`config.mk`:
```
export PLATFORM = sky130hd
export DESIGN_NAME = mem_port_arbiter_flat
export DESIGN_NICKNAME = d
export VERILOG_FILES = /design/src/rtl/mem_port_arbiter_if.sv /design/src/rtl/mem_port_arbiter.sv /design/src/flat_wrapper.sv
export SDC_FILE = /design/constraint.sdc
export NUM_CORES = 1
export LEC_CHECK = 0
export ABC_AREA = 1
export BUFFER_PORTS_ARGS = -buffer_cell sky130_fd_sc_hd__buf_2
export CORE_UTILIZATION = 50
export CTS_CLUSTER_DIAMETER = 100
export CTS_CLUSTER_SIZE = 25
export DETAILED_ROUTE_END_ITERATION = 12
export GPL_ROUTABILITY_DRIVEN = 0
export PLACE_DENSITY = 0.79
export SKIP_LAST_GASP = 1
export SLEW_MARGIN = 10
export SYNTH_ARGS = -nofsm -noshare
export SYNTH_HDL_FRONTEND = slang
export SYNTH_SLANG_ARGS = --single-unit
```
`constraint.sdc`:
```
create_clock -name clk -period 4.5 [get_ports clk]
set_input_delay 0.225 -clock clk [delete_from_list [all_inputs] [get_ports clk]]
set_output_delay 0.225 -clock clk [all_outputs]
set_load 0.005 [all_outputs]
```
`src/rtl/mem_port_arbiter_if.sv`:
```
// Requester-side bundle for mem_port_arbiter: two request/response ports
// (0 = instruction fetch, 1 = data load/store).
interface mem_port_arbiter_if #(parameter int ADDR_W = 16);
  logic              req0, req1;
  logic              we0, we1;
  logic              wide0, wide1;
  logic [ADDR_W-1:0] addr0, addr1;
  logic [15:0]       wdata0, wdata1;
  logic              ack0, ack1;
  logic [15:0]       rdata0, rdata1;

  modport master (
    output req0, req1, we0, we1, wide0, wide1, addr0, addr1, wdata0, wdata1,
    input  ack0, ack1, rdata0, rdata1
  );

  modport slave (
    input  req0, req1, we0, we1, wide0, wide1, addr0, addr1, wdata0, wdata1,
    output ack0, ack1, rdata0, rdata1
  );
endinterface

```
`src/rtl/mem_port_arbiter.sv`:
```
// Two-port arbiter onto a single-port byte memory; 16-bit words run as two byte accesses.
// Define MEM_ARB_FIXED_PRIO_EN to give port 1 fixed priority instead of round-robin.
module mem_port_arbiter #(
  parameter int ADDR_W       = 16,
  parameter bit RR_INIT_LAST = 1'b1
) (
  input  logic               clk,
  input  logic               reset_n,
  mem_port_arbiter_if.slave  bus,
  output logic [ADDR_W-1:0]  mem_address,
  output logic [7:0]         mem_writeData,
  output logic               mem_writeEnable,
  input  logic [7:0]         mem_readData
);
  localparam logic [1:0] IDLE = 2'd0;
  localparam logic [1:0] ACC0 = 2'd1;
  localparam logic [1:0] ACC1 = 2'd2;

  typedef struct packed {
    logic              we;
    logic              wide;
    logic [ADDR_W-1:0] addr;
    logic [15:0]       wdata;
  } req_t;

  logic [1:0]  state;
  logic        owner;
  req_t        cur, sel;
  logic [7:0]  rbuf;
  logic [1:0]  vreq;
  logic        gnt;
  logic        done;
  logic [15:0] rd_val;

  // A port's req is ignored during its own ack cycle so it has time to drop.
  assign vreq = {bus.req1 & ~bus.ack1, bus.req0 & ~bus.ack0};

`ifdef MEM_ARB_FIXED_PRIO_EN
  assign gnt = vreq[1];
`else
  logic last_grant;
  assign gnt = vreq[1] & (~vreq[0] | ~last_grant);
`endif

  always_comb begin
    if (gnt) sel = '{we: bus.we1, wide: bus.wide1, addr: bus.addr1, wdata: bus.wdata1};
    else     sel = '{we: bus.we0, wide: bus.wide0, addr: bus.addr0, wdata: bus.wdata0};
  end

  // Memory side is a pure decode of state and latched request.
  always_comb begin
    mem_address     = '0;
    mem_writeData   = '0;
    mem_writeEnable = 1'b0;
    case (state)
      ACC0: begin
        mem_address     = cur.addr;
        mem_writeData   = cur.wdata[7:0];
        mem_writeEnable = cur.we;
      end
      ACC1: begin
        mem_address     = cur.addr + ADDR_W'(1);
        mem_writeData   = cur.wdata[15:8];
        mem_writeEnable = cur.we;
      end
      default: ;
    endcase
  end

  assign done   = (state == ACC0 && !cur.wide) || (state == ACC1);
  assign rd_val = (state == ACC1) ? {mem_readData, rbuf} : {8'h00, mem_readData};

  always_ff @(posedge clk or negedge reset_n) begin
    if (!reset_n) begin
      state      <= IDLE;
      owner      <= 1'b0;
      cur        <= '0;
      rbuf       <= '0;
      bus.ack0   <= 1'b0;
      bus.ack1   <= 1'b0;
      bus.rdata0 <= '0;
      bus.rdata1 <= '0;
`ifndef MEM_ARB_FIXED_PRIO_EN
      last_grant <= RR_INIT_LAST;
`endif
    end else begin
      bus.ack0 <= done & ~owner;
      bus.ack1 <= done & owner;
      if (done && !cur.we && !owner) bus.rdata0 <= rd_val;
      if (done && !cur.we &&  owner) bus.rdata1 <= rd_val;
      case (state)
        IDLE: if (|vreq) begin
          cur   <= sel;
          owner <= gnt;
          state <= ACC0;
`ifndef MEM_ARB_FIXED_PRIO_EN
          last_grant <= gnt;
`endif
        end
        ACC0: begin
          rbuf  <= mem_readData;
          state <= cur.wide ? ACC1 : IDLE;
        end
        ACC1:    state <= IDLE;
        default: state <= IDLE;
      endcase
    end
  end
endmodule
```
`src/flat_wrapper.sv`:
```
// flat-port wrapper written by rule: the top's interface ports become plain ports
module mem_port_arbiter_flat 
#(
  parameter int ADDR_W       = 16,
  parameter bit RR_INIT_LAST = 1'b1
)
  (clk, reset_n, mem_address, mem_writeData, mem_writeEnable, mem_readData, bus_req0, bus_req1, bus_we0, bus_we1, bus_wide0, bus_wide1, bus_addr0, bus_addr1, bus_wdata0, bus_wdata1, bus_ack0, bus_ack1, bus_rdata0, bus_rdata1);
  mem_port_arbiter_if #(.ADDR_W(ADDR_W)) bus_i ();
  input  logic clk;
  input  logic reset_n;
  output logic [ADDR_W-1:0] mem_address;
  output logic [7:0] mem_writeData;
  output logic mem_writeEnable;
  input  logic [7:0] mem_readData;
  input wire logic [$bits(bus_i.req0)-1:0] bus_req0;
  input wire logic [$bits(bus_i.req1)-1:0] bus_req1;
  input wire logic [$bits(bus_i.we0)-1:0] bus_we0;
  input wire logic [$bits(bus_i.we1)-1:0] bus_we1;
  input wire logic [$bits(bus_i.wide0)-1:0] bus_wide0;
  input wire logic [$bits(bus_i.wide1)-1:0] bus_wide1;
  input wire logic [$bits(bus_i.addr0)-1:0] bus_addr0;
  input wire logic [$bits(bus_i.addr1)-1:0] bus_addr1;
  input wire logic [$bits(bus_i.wdata0)-1:0] bus_wdata0;
  input wire logic [$bits(bus_i.wdata1)-1:0] bus_wdata1;
  output wire logic [$bits(bus_i.ack0)-1:0] bus_ack0;
  output wire logic [$bits(bus_i.ack1)-1:0] bus_ack1;
  output wire logic [$bits(bus_i.rdata0)-1:0] bus_rdata0;
  output wire logic [$bits(bus_i.rdata1)-1:0] bus_rdata1;
  assign bus_i.req0 = bus_req0;
  assign bus_i.req1 = bus_req1;
  assign bus_i.we0 = bus_we0;
  assign bus_i.we1 = bus_we1;
  assign bus_i.wide0 = bus_wide0;
  assign bus_i.wide1 = bus_wide1;
  assign bus_i.addr0 = bus_addr0;
  assign bus_i.addr1 = bus_addr1;
  assign bus_i.wdata0 = bus_wdata0;
  assign bus_i.wdata1 = bus_wdata1;
  assign bus_ack0 = bus_i.ack0;
  assign bus_ack1 = bus_i.ack1;
  assign bus_rdata0 = bus_i.rdata0;
  assign bus_rdata1 = bus_i.rdata1;
  mem_port_arbiter #(.ADDR_W(ADDR_W), .RR_INIT_LAST(RR_INIT_LAST)) u_core (.clk(clk), .reset_n(reset_n), .bus(bus_i), .mem_address(mem_address), .mem_writeData(mem_writeData), .mem_writeEnable(mem_writeEnable), .mem_readData(mem_readData));
endmodule
```
==> metrics.txt <==
run status finished, final reports clean; top-count cell post-synth nand2_1; post-synthesis share of cell area spent on and, or, nand and nor gates 25.1%; number of nets in the layout 767; proportion of layout cells with a drive suffix above 1 between 20% and 30%; sequential element share of the synthesized area a little under half; number of synthesized flops with an enable pin 0; pin count of the biggest net entering global routing approximately 80; power density relative to cell area 677 mW/mm^2; hold_ws ~5.4 ps; CP endpoint kind output pin; Max Root-Sink Buffers 2; DRT Pass-1 Iters 7; Rows 33; average cell area after synthesis approximately 7.5 um^2; RSZ-0062 raised after global routing no; clock root buffer clkbuf_8; Final Hold Viols 0; Total Power between 3000 and 4000 uW; H-tree depth 3; Post-Synthesis Net Count around 640; fraction of the mapped netlist area in compound gates between 10% and 20%; required arrival time at the worst endpoint 4280 ps; antenna-violating nets left 0; area growth from synthesis to final layout 21.3%; Residual DRC 0; flip-flop and latch count after synthesis 80; TritonCTS clock tree yes; Worst Path Arrival roughly 2300 ps; Syn Inst Count between 500 and 600; cells on worst reg2reg path 10; crit path time final 2510 ps; final cycle utilization of the critical path 55.7%; max frequency about 0.4 GHz; Die Y-Extent roughly 94 um; CP max FO 13; post-DP HPWL 7690 um; effective utilization at floorplan ~51%; Synthesis Warnings 0; core area between 0.008 and 0.009 mm^2; maximum vdd drop between 0.3 and 0.4 mV; Static Leakage 0.00269 uW; slew at the pin with the worst max-slew slack ~1000 ps; cell accounting for the most synthesized area dfrtp_1; synthesized-area fraction occupied by adder cells approximately 1.2%; total non-filler cell area in the finished layout 0.00510 mm^2; number of antenna violations at the first check in global routing 0; Die Outline Area 0.00878 mm^2; internal reg-to-reg setup slack about 2300 ps; number of hold-repair buffers added at the cts stage 0; Synth Cell Area approximately 0.0042 mm^2; Area contributors post-synth dfrtp_1 (47%), nand2_1 (17%), a21oi_1 (11%); average routed wire per standard cell between 10 and 15 um; main combinational cell family by area after synthesis simple AND/OR/NAND/NOR gates; Port-buffer cells roughly 140; number of CTS-inserted buffers 9; Starting DRT DRC Count 264; Hold Path Class in2async; number of max-cap violations 0; worst setup slack before clock tree synthesis a little over 2000 ps; Cell variety after synth 28; clock tree skew after final layout 9.41 ps; clock transition at the registers of the reported paths 90 ps; total number of vias 4205; proportion of register bits with asynchronous set or reset after synthesis between 90% and 100%; die outline width 93.7 um; most common flop cell mapped by yosys dfrtp_1; detailed-route vias per instance between 5 and 6; most numerous cell types in the synthesized netlist nand2_1 (196), a21oi_1 (92), dfrtp_1 (79); total grt overflow 0; pins over their slew limit 0; count of clock tree sinks 80; type of the setup path with the least slack reg2out; max-slew headroom at the worst pin roughly a third; aggregate global-route resource usage between 20% and 30%; clock latency at the later pin of the worst-skew pair about 350 ps; xor-xnor portion of the synthesized cell area 0%; Post-CTS Setup Repair Bufs 0; I/O pin cnt approximately 140; vias in the first global route 3742; count of final setup violators 0; mux contribution to synthesized area 0%; first-pass GRT wire length 17500 um; area share of the largest cell type after synthesis a little under half; critical path startpoint category flip-flop; PostCTS Resize Cnt 0; total placed instance area ~0.0049 mm^2; setup TNS 0 ps; Routed WL about 11000 um; antenna cell count 0; Final Worst Setup Slack about 2000 ps
## sequential cells by signal (all words and copies together) (netlist names)
register	flops
u_core.rbuf	8
u_core.bus.rdata1	16
u_core.last_grant	1
u_core.bus.ack0	1
u_core.bus.rdata0	16
u_core.bus.ack1	1
u_core.cur	34
u_core.owner	1
u_core.state	2
## critical path: stages, from the launching register on
cell      delay, ps
dfrtp_1         380
inv_1            70
ha_1            550
inv_1           340
a211oi_1        410
buf_2           180
## placed cells by master (no fill, tap or decap)
cell type	count
nand2_1	195
buf_2	137
a21oi_1	92
dfrtp_1	79
nor2_1	54
inv_1	33
o21ai_0	29
o21ai_2	15
clkbuf_8	10
nand3_1	7
inv_2	5
ha_1	4
nand2_2	3
o21ai_1	3
buf_4	3
nor2_2	2
nor2_8	2
clkinvlp_4	2
nand4_1	1
o211ai_1	1
a211oi_1	1
o211a_1	1
a22oi_1	1
nand2_4	1
inv_4	1
o22ai_2	1
clkinv_2	1
inv_6	1
clkinv_4	1
bufinv_16	1
dfstp_2	1
## final cells by class
type / count / area [um^2]
clock inverter: 6 / 67.6
fill: 735 / 3070
inverter: 39 / 149
sequential: 80 / 2000
clock buffer: 10 / 138
multi-input combinational: 413 / 1910
tap: 105 / 131
timing repair buffer: 140 / 708
## power by group
part / switching, uW / internal, uW
sequential: 248 / 1050
clock: 268 / 273
combinational: 1030 / 578
total: 1550 / 1900
## final timing paths
kind                                   start                    end
min in group clk               bus_wdata1[4]          u_core.cur[4]
min                                  reset_n   u_core.bus.rdata1[1]
max                          u_core.state[0]         mem_address[3]
max reg2reg                  u_core.state[0]  u_core.bus.rdata0[12]
min reg2reg                u_core.last_grant      u_core.last_grant
max in group asynchronous            reset_n         u_core.cur[29]
## layer usage
layer / routed length (um) / vias up / share of wire (%) / global-route usage [%]
met4: 259 / 0 / 2.4 / 10.8
met3: 765 / 22 / 7.0 / 4.94
met1: 4790 / 1972 / 44 / 34.6
met2: 5150 / 173 / 47 / 40.3
li1: - / 2038 / - / -
met5: 0 / - / 0 / 0
## kinds of logic after synthesis
family	Yosys count
flops	80
simple gates	265
compound gates	144
buf+inv	66
fa+ha+maj	4
## per-stage QoR
stage                     std cells  utilization (%)
after floorplan                 559                -
after global placement          777             59.9
after detailed placement        777             59.9
after CTS                       793             62.4
after global routing            793             62.4
final                           793             62.4
(Power assumes the default switching activity.)
